## config.mk

```make
export PLATFORM = sky130hd
export DESIGN_NAME = maths_op_sched_flat
export DESIGN_NICKNAME = d
export VERILOG_FILES = /design/src/rtl/maths_op_sched_if.sv /design/src/rtl/maths_op_sched.sv /design/src/flat_wrapper.sv
export SDC_FILE = /design/constraint.sdc
export NUM_CORES = 1
export LEC_CHECK = 0
export BUFFER_PORTS_ARGS = -buffer_cell sky130_fd_sc_hd__buf_2
export CAP_MARGIN = 30
export CORE_ASPECT_RATIO = 0.7
export CORE_MARGIN = 4
export CORE_UTILIZATION = 50
export CTS_CLUSTER_SIZE = 14
export DETAILED_ROUTE_END_ITERATION = 12
export PLACE_DENSITY = 0.7
export SYNTH_ARGS = -nofsm -noshare
export SYNTH_HDL_FRONTEND = slang
export SYNTH_SLANG_ARGS = --single-unit
```

## constraint.sdc

```tcl
create_clock -name clk -period 29.5 [get_ports clk]
set_input_delay 5.9 -clock clk [delete_from_list [all_inputs] [get_ports clk]]
set_output_delay 5.9 -clock clk [all_outputs]
set_load 0.05 [all_outputs]
```

## src/rtl/maths_op_sched_if.sv

```systemverilog
`default_nettype none
// ============================================================================
// Module      : maths_op_sched_if
// Description : Request/response bundle for the shared maths-unit scheduler.
// Revision    : 1.0
// ============================================================================
interface maths_op_sched_if;
    logic        req0_valid;
    logic        req0_ready;
    logic [1:0]  req0_op;
    logic [15:0] req0_a;
    logic [15:0] req0_b;
    logic        req0_cin;

    logic        req1_valid;
    logic        req1_ready;
    logic [1:0]  req1_op;
    logic [15:0] req1_a;
    logic [15:0] req1_b;
    logic        req1_cin;

    logic        rsp_valid;
    logic        rsp_ready;
    logic        rsp_id;
    logic [15:0] rsp_lo;
    logic [15:0] rsp_hi;
    logic        rsp_err;

    modport master (
        output req0_valid, req0_op, req0_a, req0_b, req0_cin,
        output req1_valid, req1_op, req1_a, req1_b, req1_cin,
        input  req0_ready, req1_ready,
        output rsp_ready,
        input  rsp_valid, rsp_id, rsp_lo, rsp_hi, rsp_err
    );

    modport slave (
        input  req0_valid, req0_op, req0_a, req0_b, req0_cin,
        input  req1_valid, req1_op, req1_a, req1_b, req1_cin,
        output req0_ready, req1_ready,
        input  rsp_ready,
        output rsp_valid, rsp_id, rsp_lo, rsp_hi, rsp_err
    );
endinterface
`default_nettype wire

```

## src/rtl/maths_op_sched.sv

```systemverilog
`default_nettype none
// ============================================================================
// Module      : maths_op_sched
// Description : Round-robin scheduler sharing one 16-bit add/mul/div datapath
//               between two requesters, with a multicycle hold per operation.
// Revision    : 1.0
// ============================================================================
module maths_op_sched #(
    parameter int ADD_CYCLES = 1,
    parameter int MUL_CYCLES = 2,
    parameter int DIV_CYCLES = 4
) (
    input  wire logic          clk,
    input  wire logic          rst_n,
    maths_op_sched_if.slave    bus
);

    localparam int c_MAX_CYC = (ADD_CYCLES > MUL_CYCLES)
                             ? ((ADD_CYCLES > DIV_CYCLES) ? ADD_CYCLES : DIV_CYCLES)
                             : ((MUL_CYCLES > DIV_CYCLES) ? MUL_CYCLES : DIV_CYCLES);
    localparam int c_CNT_W   = (c_MAX_CYC > 1) ? $clog2(c_MAX_CYC) : 1;

    localparam logic [c_CNT_W-1:0] c_ADD_LD = c_CNT_W'(ADD_CYCLES - 1);
    localparam logic [c_CNT_W-1:0] c_MUL_LD = c_CNT_W'(MUL_CYCLES - 1);
    localparam logic [c_CNT_W-1:0] c_DIV_LD = c_CNT_W'(DIV_CYCLES - 1);
    localparam logic [c_CNT_W-1:0] c_ONE    = c_CNT_W'(1);

    localparam logic [1:0] c_OP_ADD = 2'b00;
    localparam logic [1:0] c_OP_MUL = 2'b01;
    localparam logic [1:0] c_OP_DIV = 2'b10;

    localparam logic [1:0] c_S_IDLE = 2'd0;
    localparam logic [1:0] c_S_EXEC = 2'd1;
    localparam logic [1:0] c_S_RESP = 2'd2;

    logic [1:0]         r_state;
    logic [1:0]         w_next_state;
    logic [c_CNT_W-1:0] r_cnt;
    logic               r_last;
    logic [1:0]         r_op;
    logic [15:0]        r_a;
    logic [15:0]        r_b;
    logic               r_cin;
    logic               r_id;
    logic               r_rsp_valid;
    logic               r_rsp_id;
    logic [15:0]        r_rsp_lo;
    logic [15:0]        r_rsp_hi;
    logic               r_rsp_err;

    logic               w_grant_vld;
    logic               w_grant;
    logic               w_accept;
    logic               w_req0_ready;
    logic               w_req1_ready;
    logic [1:0]         w_sel_op;
    logic [15:0]        w_sel_a;
    logic [15:0]        w_sel_b;
    logic               w_sel_cin;
    logic [c_CNT_W-1:0] w_ld_cnt;
    logic [16:0]        w_sum;
    logic [31:0]        w_prod;
    logic [15:0]        w_div_den;
    logic [15:0]        w_quot;
    logic [15:0]        w_rem;
    logic [15:0]        w_res_lo;
    logic [15:0]        w_res_hi;
    logic               w_res_err;

    // On contention the requester that was not served last wins.
    always_comb begin
        w_grant_vld = bus.req0_valid | bus.req1_valid;
        if (bus.req0_valid && bus.req1_valid) begin
            w_grant = ~r_last;
        end else begin
            w_grant = bus.req1_valid;
        end
    end

    assign w_accept  = (r_state == c_S_IDLE) && w_grant_vld;
    assign w_sel_op  = w_grant ? bus.req1_op  : bus.req0_op;
    assign w_sel_a   = w_grant ? bus.req1_a   : bus.req0_a;
    assign w_sel_b   = w_grant ? bus.req1_b   : bus.req0_b;
    assign w_sel_cin = w_grant ? bus.req1_cin : bus.req0_cin;

    always_comb begin
        case (w_sel_op)
            c_OP_ADD: w_ld_cnt = c_ADD_LD;
            c_OP_MUL: w_ld_cnt = c_MUL_LD;
            c_OP_DIV: w_ld_cnt = c_DIV_LD;
            default:  w_ld_cnt = '0;
        endcase
    end

    always_ff @(posedge clk or negedge rst_n) begin
        if (!rst_n) begin
            r_state <= c_S_IDLE;
        end else begin
            r_state <= w_next_state;
        end
    end

    always_comb begin
        w_next_state = r_state;
        case (r_state)
            c_S_IDLE: if (w_grant_vld)        w_next_state = c_S_EXEC;
            c_S_EXEC: if (r_cnt == '0)        w_next_state = c_S_RESP;
            c_S_RESP: if (bus.rsp_ready)      w_next_state = c_S_IDLE;
            default:                          w_next_state = c_S_IDLE;
        endcase
    end

    always_comb begin
        w_req0_ready = 1'b0;
        w_req1_ready = 1'b0;
        if (r_state == c_S_IDLE && w_grant_vld) begin
            w_req0_ready = ~w_grant;
            w_req1_ready = w_grant;
        end
    end

    // Units read only the latched operands, so they are stable for the whole hold window.
    assign w_sum     = {1'b0, r_a} + {1'b0, r_b} + {16'd0, r_cin};
    assign w_prod    = {16'd0, r_a} * {16'd0, r_b};
    assign w_div_den = (r_b == 16'd0) ? 16'd1 : r_b;
    assign w_quot    = r_a / w_div_den;
    assign w_rem     = r_a % w_div_den;

    always_comb begin
        w_res_lo  = 16'd0;
        w_res_hi  = 16'd0;
        w_res_err = 1'b0;
        case (r_op)
            c_OP_ADD: begin
                w_res_lo = w_sum[15:0];
                w_res_hi = {15'd0, w_sum[16]};
            end
            c_OP_MUL: begin
                w_res_lo = w_prod[15:0];
                w_res_hi = w_prod[31:16];
            end
            c_OP_DIV: begin
                if (r_b == 16'd0) begin
                    w_res_lo  = 16'hFFFF;
                    w_res_hi  = r_a;
                    w_res_err = 1'b1;
                end else begin
                    w_res_lo = w_quot;
                    w_res_hi = w_rem;
                end
            end
            default: w_res_err = 1'b1;
        endcase
    end

    always_ff @(posedge clk or negedge rst_n) begin
        if (!rst_n) begin
            r_cnt       <= '0;
            r_last      <= 1'b1;
            r_op        <= 2'b00;
            r_a         <= 16'd0;
            r_b         <= 16'd0;
            r_cin       <= 1'b0;
            r_id        <= 1'b0;
            r_rsp_valid <= 1'b0;
            r_rsp_id    <= 1'b0;
            r_rsp_lo    <= 16'd0;
            r_rsp_hi    <= 16'd0;
            r_rsp_err   <= 1'b0;
        end else begin
            if (w_accept) begin
                r_op   <= w_sel_op;
                r_a    <= w_sel_a;
                r_b    <= w_sel_b;
                r_cin  <= w_sel_cin;
                r_id   <= w_grant;
                r_last <= w_grant;
                r_cnt  <= w_ld_cnt;
            end
            if (r_state == c_S_EXEC) begin
                if (r_cnt == '0) begin
                    r_rsp_valid <= 1'b1;
                    r_rsp_id    <= r_id;
                    r_rsp_lo    <= w_res_lo;
                    r_rsp_hi    <= w_res_hi;
                    r_rsp_err   <= w_res_err;
                end else begin
                    r_cnt <= r_cnt - c_ONE;
                end
            end
            if (r_state == c_S_RESP && bus.rsp_ready) begin
                r_rsp_valid <= 1'b0;
            end
        end
    end

    assign bus.req0_ready = w_req0_ready;
    assign bus.req1_ready = w_req1_ready;
    assign bus.rsp_valid  = r_rsp_valid;
    assign bus.rsp_id     = r_rsp_id;
    assign bus.rsp_lo     = r_rsp_lo;
    assign bus.rsp_hi     = r_rsp_hi;
    assign bus.rsp_err    = r_rsp_err;

endmodule
`default_nettype wire

```

## src/flat_wrapper.sv

```systemverilog
// flat-port wrapper written by rule: the top's interface ports become plain ports
module maths_op_sched_flat 
#(
    parameter int ADD_CYCLES = 1,
    parameter int MUL_CYCLES = 2,
    parameter int DIV_CYCLES = 4
)
  (clk, rst_n, bus_req0_valid, bus_req0_op, bus_req0_a, bus_req0_b, bus_req0_cin, bus_req1_valid, bus_req1_op, bus_req1_a, bus_req1_b, bus_req1_cin, bus_req0_ready, bus_req1_ready, bus_rsp_ready, bus_rsp_valid, bus_rsp_id, bus_rsp_lo, bus_rsp_hi, bus_rsp_err);
  maths_op_sched_if bus_i ();
  input  wire logic clk;
  input  wire logic rst_n;
  input wire logic [$bits(bus_i.req0_valid)-1:0] bus_req0_valid;
  input wire logic [$bits(bus_i.req0_op)-1:0] bus_req0_op;
  input wire logic [$bits(bus_i.req0_a)-1:0] bus_req0_a;
  input wire logic [$bits(bus_i.req0_b)-1:0] bus_req0_b;
  input wire logic [$bits(bus_i.req0_cin)-1:0] bus_req0_cin;
  input wire logic [$bits(bus_i.req1_valid)-1:0] bus_req1_valid;
  input wire logic [$bits(bus_i.req1_op)-1:0] bus_req1_op;
  input wire logic [$bits(bus_i.req1_a)-1:0] bus_req1_a;
  input wire logic [$bits(bus_i.req1_b)-1:0] bus_req1_b;
  input wire logic [$bits(bus_i.req1_cin)-1:0] bus_req1_cin;
  output wire logic [$bits(bus_i.req0_ready)-1:0] bus_req0_ready;
  output wire logic [$bits(bus_i.req1_ready)-1:0] bus_req1_ready;
  input wire logic [$bits(bus_i.rsp_ready)-1:0] bus_rsp_ready;
  output wire logic [$bits(bus_i.rsp_valid)-1:0] bus_rsp_valid;
  output wire logic [$bits(bus_i.rsp_id)-1:0] bus_rsp_id;
  output wire logic [$bits(bus_i.rsp_lo)-1:0] bus_rsp_lo;
  output wire logic [$bits(bus_i.rsp_hi)-1:0] bus_rsp_hi;
  output wire logic [$bits(bus_i.rsp_err)-1:0] bus_rsp_err;
  assign bus_i.req0_valid = bus_req0_valid;
  assign bus_i.req0_op = bus_req0_op;
  assign bus_i.req0_a = bus_req0_a;
  assign bus_i.req0_b = bus_req0_b;
  assign bus_i.req0_cin = bus_req0_cin;
  assign bus_i.req1_valid = bus_req1_valid;
  assign bus_i.req1_op = bus_req1_op;
  assign bus_i.req1_a = bus_req1_a;
  assign bus_i.req1_b = bus_req1_b;
  assign bus_i.req1_cin = bus_req1_cin;
  assign bus_req0_ready = bus_i.req0_ready;
  assign bus_req1_ready = bus_i.req1_ready;
  assign bus_i.rsp_ready = bus_rsp_ready;
  assign bus_rsp_valid = bus_i.rsp_valid;
  assign bus_rsp_id = bus_i.rsp_id;
  assign bus_rsp_lo = bus_i.rsp_lo;
  assign bus_rsp_hi = bus_i.rsp_hi;
  assign bus_rsp_err = bus_i.rsp_err;
  maths_op_sched #(.ADD_CYCLES(ADD_CYCLES), .MUL_CYCLES(MUL_CYCLES), .DIV_CYCLES(DIV_CYCLES)) u_core (.clk(clk), .rst_n(rst_n), .bus(bus_i));
endmodule
```

=== Yosys cells after proc, flatten, opt, wreduce, memory -nomap -nowiden ===
Cells that the tools add are included.

* Register bits: 76
* Bits of input ports: 75
* Output and inout port bits: 37
* Logic and storage cells: 69

* $add $sub $neg: 3
* Multiply operators: 1
* Divide/modulo/power cells: 2
* Eq/ne operators: 9
* Mux-type cells: 25
* Bitwise logic cells: 3
* Reduce and logical (&&, ||, !) cells: 13

{| class="wikitable"
|+ Operators with widths
! kind !! number
|-
| one-hot mux 16 bit (3 select lines) || 2
|-
| two-way mux 16 bit || 5
|-
| multiplier 16 x 16 -> 32 bit || 1
|-
| adder 16 x 16 -> 17 bit || 1
|-
| adder 17 x 1 -> 17 bit || 1
|-
| divider 16 x 16 -> 16 bit || 1
|-
| zero test 16 bit || 1
|-
| remainder unit 16 x 16 -> 16 bit || 1
|-
| two-way mux 2 bit || 7
|-
| two-way mux 1 bit || 8
|-
| equality test 2 x 1 -> 1 bit (second input constant) || 3
|-
| equality test 2 bit (second input constant) || 3
|-
| zero test 2 bit || 3
|-
| one-hot mux 2 bit (3 select lines) || 1
|-
| != test 2 x 1 -> 1 bit (second input constant) || 2
|-
| one-hot mux 2 bit (2 select lines) || 1
|-
| AND reduction 2 bit || 2
|-
| nonzero test 2 bit || 2
|-
| logical AND 1 bit || 3
|-
| AND reduction 3 bit || 1
|-
| != test 2 bit (second input constant) || 1
|-
| NOT 1 bit || 2
|-
| one-hot mux 1 bit (2 select lines) || 1
|-
| OR reduction 2 bit || 1
|-
| other kinds (2) || 2
|}

=== Longest topological paths before layout ===
* Depth after elaboration: 8
* Gate-level depth with buffers: 131

=== Least setup slack after synthesis ===
Ideal clock, no wire load.

* Path kind: reg-to-reg
* From: register u_core.r_b[14]
* To: register u_core.r_rsp_hi[14] (netlist: u_core.bus.rsp_hi[14])
* Setup time: 134 ps
* Arrival: 27441 ps
* Setup slack: 1924 ps
* Cell stages (with the launch flop): 125
* Buffers on the path: 12
* Clock period less this slack: 27576 ps
* Cell sequence: dfrtp_1 > buf_6 > or4_1 > buf_2 > o41a_4 > ha_1 > o21ai_0 > nor2b_1 > or3b_2 > and2_1 > ha_1 > o21a_1 > o221ai_1 > or2_1 > or3b_4 > nand2_1 > ha_1 > o21ai_0 > (+89 left out) > o31ai_1 > a211oi_2 > a211oi_2 > clkbuf_1 > a22oi_1 > nand2_1 > ha_1 > o21ai_0 > a21oi_1 > a2111oi_0 > o22ai_1 > a31o_2 > o221ai_1 > clkbuf_1 > clkbuf_1 > o21ai_0 > o221ai_1 > nand4_1

* Cells in the longest elaborated chain, start to end: 5
* Elaborated cells between the ends (all ways): 6
* Classes of those cells: mul: 1; div: 1; mux: 3; reduce/logical: 1

{| class="wikitable"
|+ Ends and longest elaborated chain
! element !! RTL line !! RTL
|-
| from (decl) || maths_op_sched.sv:42 || <nowiki>logic [15:0] r_b;</nowiki>
|-
| from (signal assigned) || maths_op_sched.sv:174 || <nowiki>r_b <= w_sel_b;</nowiki>
|-
| zero test 16 bit || maths_op_sched.sv:125, maths_op_sched.sv:143 ||
|-
| two-way mux 16 bit || maths_op_sched.sv:125 || <nowiki>assign w_div_den = (r_b == 16'd0) ? 16'd1 : r_b;</nowiki>
|-
| remainder unit 16 x 16 -> 16 bit || maths_op_sched.sv:127 || <nowiki>assign w_rem = r_a % w_div_den;</nowiki>
|-
| two-way mux 16 bit || maths_op_sched.sv:143 || <nowiki>if (r_b == 16'd0) begin</nowiki>
|-
| one-hot mux 16 bit (3 select lines) (*) || maths_op_sched.sv:133 || <nowiki>case (r_op)</nowiki>
|-
| to (signal assigned) || maths_op_sched.sv:185 || <nowiki>r_rsp_hi <= w_res_hi;</nowiki>
|-
| to (decl) || maths_op_sched.sv:48 || <nowiki>logic [15:0] r_rsp_hi;</nowiki>
|}

Every way passes the cells marked *; elsewhere a longest branch is shown, timed or not.
A chain may end at the register's enable or synchronous reset.

=== Worst setup path after layout ===
* From: register u_core.r_b[14]
* To: register u_core.r_rsp_hi[11] (netlist: u_core.bus.rsp_hi[11])

The elaborated chain is that of the path after synthesis.

==> impl_metrics.csv <==
group,metric,value,unit
clock_tree,clkLatencyLatePin,0.40,ns
worst_setup_path,crit_end,"u_core.bus.rsp_hi[11]$_DFFE_PN0P_",
synth,synthCells,2533,
sta,setup_viol,0,
sta,fmax,0.0356,GHz
detailed_routing,vias,20483,
synth,postSynthNetCount,3060,
synth,synthArstFlopShare,1.00,
die,die-area,43400,µm²
worst_setup_path,cp_slowest_stage_delay,0.73,ns
die,die_x,247,µm
synth,syn_area,20100,µm²
final_layout,area_growth,13.0,%
detailed_routing,drt_iter0_markers,2087,
final_layout,layout.nets,3242,
synth,synth_top_area_frac,0.197,
placed_design,dp_hpwl,61.6,mm
global_route,grt_util_all_layers,0.363,
detailed_routing,drc,0,
clock_tree,numCtsBuffers,9,
sta,finalHoldViolCount,0,
outcome,status,"finished, final reports clean",
worst_setup_path,path_depth,117,
worst_setup_path,crit_top_cell,"ha_1",
synth,synth_area_leaders,"fa_1 20%, ha_1 16%, dfrtp_1 9.4%, nand2_1 6.6%, inv_1 5.4%",
final_layout,drive_above_1_share,0.146,
worst_setup_path,worstPathArrival,28.36,ns
detailed_routing,wire_per_inst,24.4,µm
detailed_routing,via_per_inst,6.29,
worst_setup_path,reg2regPathDepth,117,
synth,synth_area_per_cell,7.92,µm²
detailed_routing,wl,79.5,mm
worst_setup_path,cp_max_fo,11,
sta,max_slew_margin,0.237,
worst_setup_path,path_class,"flop to flop",
worst_setup_path,startpoint,"u_core.r_b[14]$_DFFE_PN0P_",
global_route,grt_pass1_vias,20019,
synth,synthFlopType,"dfrtp_1",
final_layout,final_cell_area,22700,µm²
detailed_routing,antenna_left,0,
synth,yosys.area.top_type,"fa_1",
clock_tree,cts.reportedPaths.clkPinSlew,0.09,ns
final_layout,nFillCells,3743,
clock_tree,tritoncts,"done",
worst_setup_path,end_kind,"flop",
placed_design,placed_area,22100,µm²
worst_setup_path,reg2reg_from,"u_core.r_b[14]$_DFFE_PN0P_",
synth,synth-edff-count,0,
sta,slew_violations,0,
global_route,grt_start_max_net_pins,69,
synth,post-synth-top-count-cell,"nand2_1",
clock_tree,clk_path_buf_depth,2,
synth,ys_types,96,
clock_tree,htreeDepth,3,
global_route,antenna_found_initial,6,
global_route,grt_overflow,0,
clock_tree,cts_root_buffer,"clkbuf_16",
die,die_h,176,µm
global_route,grt_first_pass_wirelength,120,mm
hold_path,worst_hold_path_type,"flop to flop",
synth,yosys_warnings,0,
sta,worst_slew_pin_slew,1.14,ns
die,placementRows,61,
worst_setup_path,critPathLaunchType,"flop",
detailed_routing,first_pass_iters,6,
die,initial_utilization,0.505,
die,io_pins,112,
die,fp.coreArea,39700,µm²
placed_design,place.gp.congestion,1.02,
synth,ys_ff_latch,76,
placed_design,portBuffers,111,
sta,min_period,28.12,ns
worst_setup_path,reg2reg_to,"u_core.bus.rsp_hi[11]$_DFFE_PN0P_",
synth,synth_commonest_cells,"354 x nand2_1, 287 x inv_1, 255 x ha_1",
worst_setup_path,slowest_stage,"o311ai_1",
worst_setup_path,cp.buffers_inverters,8,
synth,ys_seq_area_frac,0.0949,
sta,layout_worst_path_cycle_share,0.953,
worst_setup_path,crit_required,29.74,ns
worst_setup_path,crit_family,"compound AO/OA/AOI/OAI gates",
worst_setup_path,rrSetupSlack,1.38,ns
sta,fin_skew,0.0317,ns
flow_run,maxCapViolCount,0,
clock_tree,cts.sinks,76,
-- how the worst min path moves through the flow --
stage	start	end	slack, ns	depth (start not counted)
final	u_core.bus.rsp_lo[1]$_DFFE_PN0P_	u_core.bus.rsp_lo[1]$_DFFE_PN0P_	0.48	2
after detailed placement	u_core.bus.rsp_id$_DFFE_PN0P_	u_core.bus.rsp_id$_DFFE_PN0P_	0.47	2
after global routing	u_core.bus.rsp_id$_DFFE_PN0P_	u_core.bus.rsp_id$_DFFE_PN0P_	0.50	2
after floorplan	u_core.r_id$_DFFE_PN0P_	u_core.bus.rsp_id$_DFFE_PN0P_	0.44	2
after CTS	u_core.bus.rsp_lo[1]$_DFFE_PN0P_	u_core.bus.rsp_lo[1]$_DFFE_PN0P_	0.49	2
after global placement	u_core.bus.rsp_lo[2]$_DFFE_PN0P_	u_core.bus.rsp_lo[2]$_DFFE_PN0P_	0.46	2
-- worst reg2reg max path, delay by kind of cell, from the launching register on --
family / cells / cell delay (ns)
compound gates: 58 / 13.06
fa+ha+maj: 15 / 4.63
buf+inv: 8 / 1.37
flops: 1 / 0.39
mux: 3 / 0.97
simple gates: 33 / 7.60
-- registers in the layout, summed over array words and instances, names as in the netlist, 2 cells and up --
signal,count
u_core.r_op,2
u_core.r_cnt,2
u_core.bus.rsp_lo,16
u_core.r_state,2
u_core.r_a,16
u_core.r_b,16
u_core.bus.rsp_hi,16
-- logic make-up (layout without fill, tap and decap cells) --
logic type,after synthesis,after routing,share of synthesized area
DFF,76,76,0.0949
xor gates and xnor gates,121,121,0.0528
and+or+nand+nor,848,848,0.197
AOI/OAI and AO/OA,596,596,0.204
buffers and inverters,403,590,0.0761
muxes,37,37,0.0198
other,0,3,0
adders and majority gates,452,452,0.356
-- cells in the final DEF (no fill, tap or decap), drive strengths merged, types with 20 or more instances in the layout --
cell | netlist | routed
a22oi | 41 | 41
nor2 | 184 | 184
xor2 | 49 | 49
nand3 | 41 | 41
or2 | 20 | 20
xnor2 | 72 | 72
a21oi | 138 | 138
and2 | 64 | 64
dfrtp | 75 | 75
a211oi | 21 | 21
inv | 287 | 287
fa | 197 | 197
a21o | 46 | 46
nand2b | 24 | 24
ha | 255 | 255
nand2 | 354 | 354
o21ai | 103 | 103
a31oi | 31 | 31
o21a | 43 | 43
o211ai | 24 | 24
buf | 15 | 285
or3 | 23 | 23
nor3 | 54 | 54
-- routing by layer --
metal	global-route usage	share of wire
met5	0	0.00034
met4	0.156	0.048
met3	0.106	0.13
met2	0.514	0.41
met1	0.516	0.42
-- repair_timing --
| item | in CTS | in global routing |
|---|---|---|
| gates resized for setup | 0 | 34 |
| endpoints found under the setup margin | 0 | 17 |
| hold endpoints to repair | 0 | 0 |
| hold buffers | 0 | 0 |
| setup buffers | 0 | 8 |
-- layout make-up --
cell class              instances  area, µm²  share of cell area
multi-input cells            2054      16800               0.741
diodes                          3       7.51            0.000331
well taps                     535        669              0.0295
repair buffers                286       1890              0.0833
clock inverters                 4       72.6             0.00320
clock buffers                  12        246              0.0109
inverters                     288       1080              0.0477
flip-flops and latches         76       1900              0.0839
-- per-stage QoR --
step           setup slack, ns  hold slack, ns  utilization  cells  TNS (ns)
2_1_floorplan             1.92           0.439            -   2533         0
3_3_place_gp              1.42           0.457        0.557   3229         0
3_5_place_dp             0.652           0.465        0.557   3229         0
4_1_cts                  0.543           0.487        0.565   3245         0
5_1_grt                 -0.138           0.499        0.571   3257    -0.555
6_report                  1.38           0.477        0.571   3258         0
Power is not shown: default switching activity piles up to over one toggle a cycle in this logic, so the estimate is an artifact.
